**src/rtl/lsu_pkg.sv**
```systemverilog
// Shared types and helpers for the load/store unit (lsu_rmw).
// Optional feature macro used by the LSU: LSU_ALIGN_CHECK_EN.
package lsu_pkg;

    localparam int LSU_N = 32;

    // bit3 = store, bit2 = unsigned load, bits[1:0] = size (00 byte, 01 half, 10 word)
    typedef enum logic [3:0] {
        LB  = 4'b0000,
        LH  = 4'b0001,
        LW  = 4'b0010,
        LBU = 4'b0100,
        LHU = 4'b0101,
        SB  = 4'b1000,
        SH  = 4'b1001,
        SW  = 4'b1010
    } op_ls_e;

    typedef enum logic [1:0] {
        IDLE   = 2'd0,
        ACCESS = 2'd1,
        WRITE  = 2'd2
    } state_e;

    // True when the access size does not fit the byte offset.
    function automatic logic is_misaligned(op_ls_e op, logic [1:0] off);
        logic [1:0] sz;
        sz = op[1:0];
        case (sz)
            2'b01:   return off[0];
            2'b10:   return (off != 2'b00);
            default: return 1'b0;
        endcase
    endfunction

    // Clears the offset bits that a half/word access is not allowed to carry.
    function automatic logic [1:0] align_off(op_ls_e op, logic [1:0] off);
        logic [1:0] sz;
        sz = op[1:0];
        case (sz)
            2'b01:   return {off[1], 1'b0};
            2'b10:   return 2'b00;
            default: return off;
        endcase
    endfunction

endpackage

```
**src/rtl/lsu_rmw_if.sv**
```systemverilog
// CPU-side request/response bundle of the load/store unit.
// Handshake: the master holds req with op/addr/wdata stable; the LSU
// accepts on a rising edge where req=1 and ready=1. done pulses for one
// cycle when the access finishes, with ld_data and err valid in that cycle.
interface lsu_rmw_if;
    import lsu_pkg::*;

    logic             req;
    op_ls_e           op_ls;
    logic [31:0]      addr;
    logic [LSU_N-1:0] wdata;
    logic             ready;
    logic             done;
    logic [LSU_N-1:0] ld_data;
    logic             err;

    modport master (
        output req, op_ls, addr, wdata,
        input  ready, done, ld_data, err
    );

    modport slave (
        input  req, op_ls, addr, wdata,
        output ready, done, ld_data, err
    );

endinterface

```
**src/rtl/lsu_lane.sv**
```systemverilog
// Byte/half lane logic: extracts and extends a load lane from the memory
// word, and inserts sub-word store data into the memory word for RMW.
module lsu_lane (
    input  logic [1:0]  size_i,
    input  logic        unsigned_i,
    input  logic [1:0]  off_i,
    input  logic [31:0] rdata_i,
    input  logic [15:0] wdata_i,
    output logic [31:0] ld_data_o,
    output logic [31:0] merged_o
);

    logic [7:0]  byte_sel;
    logic [15:0] half_sel;

    // Load lane select plus sign/zero extension.
    always_comb begin
        byte_sel  = 8'h00;
        half_sel  = off_i[1] ? rdata_i[31:16] : rdata_i[15:0];
        ld_data_o = rdata_i;
        case (off_i)
            2'd0:    byte_sel = rdata_i[7:0];
            2'd1:    byte_sel = rdata_i[15:8];
            2'd2:    byte_sel = rdata_i[23:16];
            default: byte_sel = rdata_i[31:24];
        endcase
        case (size_i)
            2'b00:   ld_data_o = {{24{~unsigned_i & byte_sel[7]}}, byte_sel};
            2'b01:   ld_data_o = {{16{~unsigned_i & half_sel[15]}}, half_sel};
            default: ld_data_o = rdata_i;
        endcase
    end

    // Store lane insert into the word read back from memory.
    always_comb begin
        merged_o = rdata_i;
        case (size_i)
            2'b00: begin
                case (off_i)
                    2'd0:    merged_o[7:0]   = wdata_i[7:0];
                    2'd1:    merged_o[15:8]  = wdata_i[7:0];
                    2'd2:    merged_o[23:16] = wdata_i[7:0];
                    default: merged_o[31:24] = wdata_i[7:0];
                endcase
            end
            2'b01: begin
                if (off_i[1]) merged_o[31:16] = wdata_i;
                else          merged_o[15:0]  = wdata_i;
            end
            default: merged_o = rdata_i;
        endcase
    end

endmodule

```
**src/rtl/lsu_rmw.sv**
```systemverilog
// Load/store unit: turns byte-addressed LB/LH/LW/LBU/LHU/SB/SH/SW requests
// into accesses on a word-wide memory without byte enables; sub-word stores
// take an extra read-modify-write cycle.
// Optional macro LSU_ALIGN_CHECK_EN: flag misaligned half/word accesses via
// err (no memory write); when undefined, offending offset bits are cleared.
module lsu_rmw
    import lsu_pkg::*;
#(
    parameter int ADDR_W = 10
) (
    input  logic              clk_i,
    input  logic              rst_ni,
    lsu_rmw_if.slave          cpu,
    output logic [ADDR_W-1:0] mem_addr_o,
    output logic [LSU_N-1:0]  mem_st_data_o,
    output logic              mem_st_en_o,
    input  logic [LSU_N-1:0]  mem_ld_data_i,
    output state_e            state_o
);

    state_e            state_q;
    op_ls_e            op_q;
    logic [ADDR_W+1:0] addr_q;
    logic [15:0]       wdata_q;
    logic [LSU_N-1:0]  st_data_q;
    logic              st_en_q;
    logic [LSU_N-1:0]  ld_data_q;
    logic              done_q;
    logic              err_q;
    logic              ready_q;
    logic              misalign_q;

    logic [1:0]        off_d;
    logic              misalign_d;
    logic [LSU_N-1:0]  lane_ld;
    logic [LSU_N-1:0]  lane_merged;
    logic              unused_addr;

`ifdef LSU_ALIGN_CHECK_EN
    assign misalign_d = is_misaligned(cpu.op_ls, cpu.addr[1:0]);
    assign off_d      = cpu.addr[1:0];
`else
    assign misalign_d = 1'b0;
    assign off_d      = align_off(cpu.op_ls, cpu.addr[1:0]);
`endif

    // Address bits above the memory window wrap and are not stored.
    assign unused_addr = ^cpu.addr[31:ADDR_W+2];

    lsu_lane u_lane (
        .size_i     (op_q[1:0]),
        .unsigned_i (op_q[2]),
        .off_i      (addr_q[1:0]),
        .rdata_i    (mem_ld_data_i),
        .wdata_i    (wdata_q),
        .ld_data_o  (lane_ld),
        .merged_o   (lane_merged)
    );

    // Access FSM with registered handshake and memory strobes.
    always_ff @(posedge clk_i) begin
        if (!rst_ni) begin
            state_q    <= IDLE;
            op_q       <= LB;
            addr_q     <= '0;
            wdata_q    <= '0;
            st_data_q  <= '0;
            st_en_q    <= 1'b0;
            ld_data_q  <= '0;
            done_q     <= 1'b0;
            err_q      <= 1'b0;
            ready_q    <= 1'b1;
            misalign_q <= 1'b0;
        end else begin
            done_q  <= 1'b0;
            err_q   <= 1'b0;
            st_en_q <= 1'b0;
            case (state_q)
                IDLE: begin
                    if (cpu.req) begin
                        op_q       <= cpu.op_ls;
                        addr_q     <= {cpu.addr[ADDR_W+1:2], off_d};
                        wdata_q    <= cpu.wdata[15:0];
                        st_data_q  <= cpu.wdata;
                        misalign_q <= misalign_d;
                        // Word stores write in ACCESS, so the strobe is armed now.
                        st_en_q    <= cpu.op_ls[3] & cpu.op_ls[1] & ~misalign_d;
                        ready_q    <= 1'b0;
                        state_q    <= ACCESS;
                    end
                end
                ACCESS: begin
                    if (misalign_q) begin
                        done_q  <= 1'b1;
                        err_q   <= 1'b1;
                        ready_q <= 1'b1;
                        state_q <= IDLE;
                    end else if (!op_q[3]) begin
                        ld_data_q <= lane_ld;
                        done_q    <= 1'b1;
                        ready_q   <= 1'b1;
                        state_q   <= IDLE;
                    end else if (op_q[1]) begin
                        done_q  <= 1'b1;
                        ready_q <= 1'b1;
                        state_q <= IDLE;
                    end else begin
                        st_data_q <= lane_merged;
                        st_en_q   <= 1'b1;
                        state_q   <= WRITE;
                    end
                end
                WRITE: begin
                    done_q  <= 1'b1;
                    ready_q <= 1'b1;
                    state_q <= IDLE;
                end
                default: begin
                    ready_q <= 1'b1;
                    state_q <= IDLE;
                end
            endcase
        end
    end

    assign cpu.ready     = ready_q;
    assign cpu.done      = done_q;
    assign cpu.ld_data   = ld_data_q;
    assign cpu.err       = err_q;
    assign mem_addr_o    = addr_q[ADDR_W+1:2];
    assign mem_st_data_o = st_data_q;
    // Reset blocks the write at the very edge it is sampled.
    assign mem_st_en_o   = st_en_q & rst_ni;
    assign state_o       = state_q;

endmodule

```
**src/flat_wrapper.sv**
```systemverilog
// flat-port wrapper written by rule: the top's interface ports become plain ports
module lsu_rmw_flat import lsu_pkg::*;
#(
    parameter int ADDR_W = 10
)
  (clk_i, rst_ni, mem_addr_o, mem_st_data_o, mem_st_en_o, mem_ld_data_i, state_o, cpu_req, cpu_op_ls, cpu_addr, cpu_wdata, cpu_ready, cpu_done, cpu_ld_data, cpu_err);
  lsu_rmw_if cpu_i ();
  input  logic clk_i;
  input  logic rst_ni;
  output logic [ADDR_W-1:0] mem_addr_o;
  output logic [LSU_N-1:0] mem_st_data_o;
  output logic mem_st_en_o;
  input  logic [LSU_N-1:0] mem_ld_data_i;
  output state_e state_o;
  input wire logic [$bits(cpu_i.req)-1:0] cpu_req;
  input wire logic [$bits(cpu_i.op_ls)-1:0] cpu_op_ls;
  input wire logic [$bits(cpu_i.addr)-1:0] cpu_addr;
  input wire logic [$bits(cpu_i.wdata)-1:0] cpu_wdata;
  output wire logic [$bits(cpu_i.ready)-1:0] cpu_ready;
  output wire logic [$bits(cpu_i.done)-1:0] cpu_done;
  output wire logic [$bits(cpu_i.ld_data)-1:0] cpu_ld_data;
  output wire logic [$bits(cpu_i.err)-1:0] cpu_err;
  assign cpu_i.req = cpu_req;
  assign cpu_i.op_ls = cpu_op_ls;
  assign cpu_i.addr = cpu_addr;
  assign cpu_i.wdata = cpu_wdata;
  assign cpu_ready = cpu_i.ready;
  assign cpu_done = cpu_i.done;
  assign cpu_ld_data = cpu_i.ld_data;
  assign cpu_err = cpu_i.err;
  lsu_rmw #(.ADDR_W(ADDR_W)) u_core (.clk_i(clk_i), .rst_ni(rst_ni), .cpu(cpu_i), .mem_addr_o(mem_addr_o), .mem_st_data_o(mem_st_data_o), .mem_st_en_o(mem_st_en_o), .mem_ld_data_i(mem_ld_data_i), .state_o(state_o));
endmodule
```
**config.mk**
```make
export PLATFORM = sky130hd
export DESIGN_NAME = lsu_rmw_flat
export DESIGN_NICKNAME = d
export VERILOG_FILES = /design/src/rtl/lsu_pkg.sv /design/src/rtl/lsu_rmw_if.sv /design/src/rtl/lsu_lane.sv /design/src/rtl/lsu_rmw.sv /design/src/flat_wrapper.sv
export SDC_FILE = /design/constraint.sdc
export NUM_CORES = 1
export LEC_CHECK = 0
export ABC_AREA = 1
export CAP_MARGIN = 0
export CORE_MARGIN = 2
export CORE_UTILIZATION = 52
export DETAILED_ROUTE_END_ITERATION = 10
export HOLD_SLACK_MARGIN = 0.05
export PLACE_DENSITY = 0.9
export SLEW_MARGIN = 15
export SYNTH_ARGS = -nofsm -noshare
export SYNTH_HDL_FRONTEND = slang
export SYNTH_SLANG_ARGS = --single-unit
```
**constraint.sdc**
```tcl
create_clock -name clk_i -period 2.2 [get_ports clk_i]
set_input_delay 0.44 -clock clk_i [delete_from_list [all_inputs] [get_ports clk_i]]
set_output_delay 0.44 -clock clk_i [all_outputs]
set_load 0.005 [all_outputs]
```
==> reports/results.tsv <==
metric	value	unit
outcome	complete, no violations	
Net count, final	1259	
pin count of the biggest net entering global routing	63	
Max Fclk	513	MHz
post-CTS setup buffers	0	
RSZ-0062 raised after global routing	false	
routability congestion estimate from global placement	0.956	
Die H	113	um
P&R area growth vs syn	29.8	%
Routed Antenna Nets	0	
routed wire length	20.5	mm
Pwr Density	752	mW/mm2
share of the synthesized area in the top cell type	32.5	%
DR iter-0 viols	804	
layout cells sized above 1	4.93	%
DR DRC count	0	
Worst Max-Slew Pin Slew	1000	ps
post-detail-place hpwl	14.7	mm
I/O pin count	183	
GRT overflow	0	
post-synthesis mux area share	0	%
clock-pin slew on the worst setup and hold paths	70	ps
GRT Total Usage	32.2	%
Main synth FF type	dfxtp_1	
Core Footprint	0.0116	mm2
R2R setup slack	350	ps
Row Count	39	
Hold WS	466	ps
area of the multi-input gates	0.00336	mm2
Slew headroom	33.0	%
net switching power	1.98	mW
final worst setup slack	250	ps
most common cell after layout, fill and taps aside	nand2_1	
Avg Vias per Cell	5.37	
CTS Sinks	101	
register area share after synthesis	32.5	%
complex-gate fraction of the synthesized area	13.7	%
Slew Limit Fails	0	
Area after DPL	0.00771	mm2
Port-buffer cells	161	
clk_skew	5.56	ps
Syn Nets	1147	
die area	0.0129	mm2
initial antenna violation count	1	
1st-pass router iterations	7	
Final Hold Fails	0	
total CTS buffers	9	
non-filler cells, final	1300	
post-synthesis simple-gate area fraction	39.3	%
dpl ws	146	ps
maxcap violations	0	
CTS-repair resized insts	0	
post-synth top area cell	dfxtp_1	
clock share of power	32.9	%
setup TNS	0	ps
vias in the first global route	6427	
Cells after DPL	1283	
Crit Path Max Fanout	2	
Mapped Cells	1040	
Final Setup Violations	0	
internal cell power	4.10	mW
H-tree lvl count	3	
Hold WC Path Type	register to register	
mapped cell area	0.00623	mm2
CTS hold repair buffers	0	
post-synthesis cell type count	33	
final core occ	69.9	%
first-pass GRT wire length	32.5	mm
Switching Share	32.6	%
Req. time, crit path	1760	ps
number of synthesized flops with an enable pin	0	
flops & latches, synth	101	
synthesized area per cell	5.99	um2
Flop pwr share	35.7	%
Die X	113	um
CTS tree	done	
Period minus WS final	1950	ps
initial core utilization	53.8	%
Leak	3.72	nW
worst setup path class	input port to output pin	
Max IR drop VDD	0.759	mV
clock root buffer	clkbuf_16	
ant diodes	0	
commonest cells after routing, fill and taps aside	337 x nand2_1, 161 x clkdlybuf4s50_1, 150 x nor2_1	
drt wl/cell	15.8	um
ranking of synthesized cells by area	dfxtp_1 32%, nand2_1 20%, nor2_1 9.0%, a21oi_1 8.3%, nand3_1 7.0%	
Final Cell Area	0.00808	mm2
combinational share of power	31.5	%
# fillers	1036	
period utilisation layout	88.6	%
Crit. End Element	output pin	
clk buf depth	2	
Ys Warns	0	
Tot Pwr	6.08	mW
sequential cell area	0.00202	mm2
Arrival @ worst endpoint	1510	ps
CP Launch Type	input port	
Adder-Cell Fraction of Synth Area	0.804	%
Synth Area in XOR/XNOR	0	%
Worst-Skew Late Latency	360	ps
largest family of logic cells by synthesized area	simple AND/OR/NAND/NOR gates	
Vias	6975	
FFs w/ async S/R, synth	0	%
==> synth_stat cells (3+ instances only) <==
cell type,instances
dfxtp_1,101
a21oi_1,103
nand2_2,3
nand3_2,4
buf_4,15
inv_1,93
o21ai_0,54
clkbuf_1,14
buf_6,13
nor2_1,150
nand3_1,87
buf_2,28
o21ai_1,6
nand2_1,338
inv_2,3
ha_1,4
==> state kept, by name (all words and copies together) (netlist names) <==
name,cells
u_core.op_q,4
u_core.addr_q,12
u_core.mem_st_data_o,32
u_core.cpu.ready,1
u_core.state_o,2
u_core.cpu.ld_data,32
u_core.wdata_q,16
u_core.cpu.done,1
u_core.st_en_q,1
==> per-layer routing <==
layer	GRT usage (%)	vias to the layer above	share of wire, %
met5	0	-	0.073
met4	13.1	2	3.7
met3	8.40	57	9.6
met2	48.9	355	43
met1	43.7	3094	43
li1	-	3467	-
==> worst paths after layout <==
kind | from | end | depth (start not counted)
worst max-delay path | rst_ni | mem_st_en_o | 4
worst min-delay path | u_core.mem_st_data_o[26]$_SDFFE_PN0P_ | u_core.mem_st_data_o[26]$_SDFFE_PN0P_ | 2
worst max register to register | u_core.op_q[1]$_SDFFE_PN0P_ | u_core.cpu.ld_data[19]$_SDFFE_PN0P_ | 7
worst min register to register | u_core.mem_st_data_o[26]$_SDFFE_PN0P_ | u_core.mem_st_data_o[26]$_SDFFE_PN0P_ | 2
==> critical path, cell delays in order <==
cell             delay, ps
clkdlybuf4s50_1        480
nand2_1                 50
inv_1                   50
clkdlybuf4s50_1        490
==> power groups by stage <==
stage | combinational [mW] | sequential, mW | clock, mW
2_1_floorplan | 1.15 | 2.19 | 0
3_3_place_gp | 1.85 | 2.20 | 0
3_5_place_dp | 1.87 | 2.20 | 0
4_1_cts | 1.89 | 2.17 | 2.01
5_1_grt | 2.12 | 2.19 | 2.09
6_report | 1.91 | 2.17 | 2.00
==> cells by family (layout without fill, tap and decap cells) <==
family	count (synthesis)	in the layout
compound gates	168	168
fa+ha+maj	4	4
buf+inv	172	288
flops	101	101
other cells	1	1
simple gates	594	595
==> final cells by class <==
class | count | share of cell area (%)
multi-input combinational | 768 | 41.6
clock inverter | 7 | 1.80
tap | 143 | 2.21
inverter | 97 | 4.54
sequential | 101 | 25.0
timing repair buffer | 175 | 22.0
clock buffer | 9 | 2.79
No activity file was read; power rests on OpenSTA's default activity.
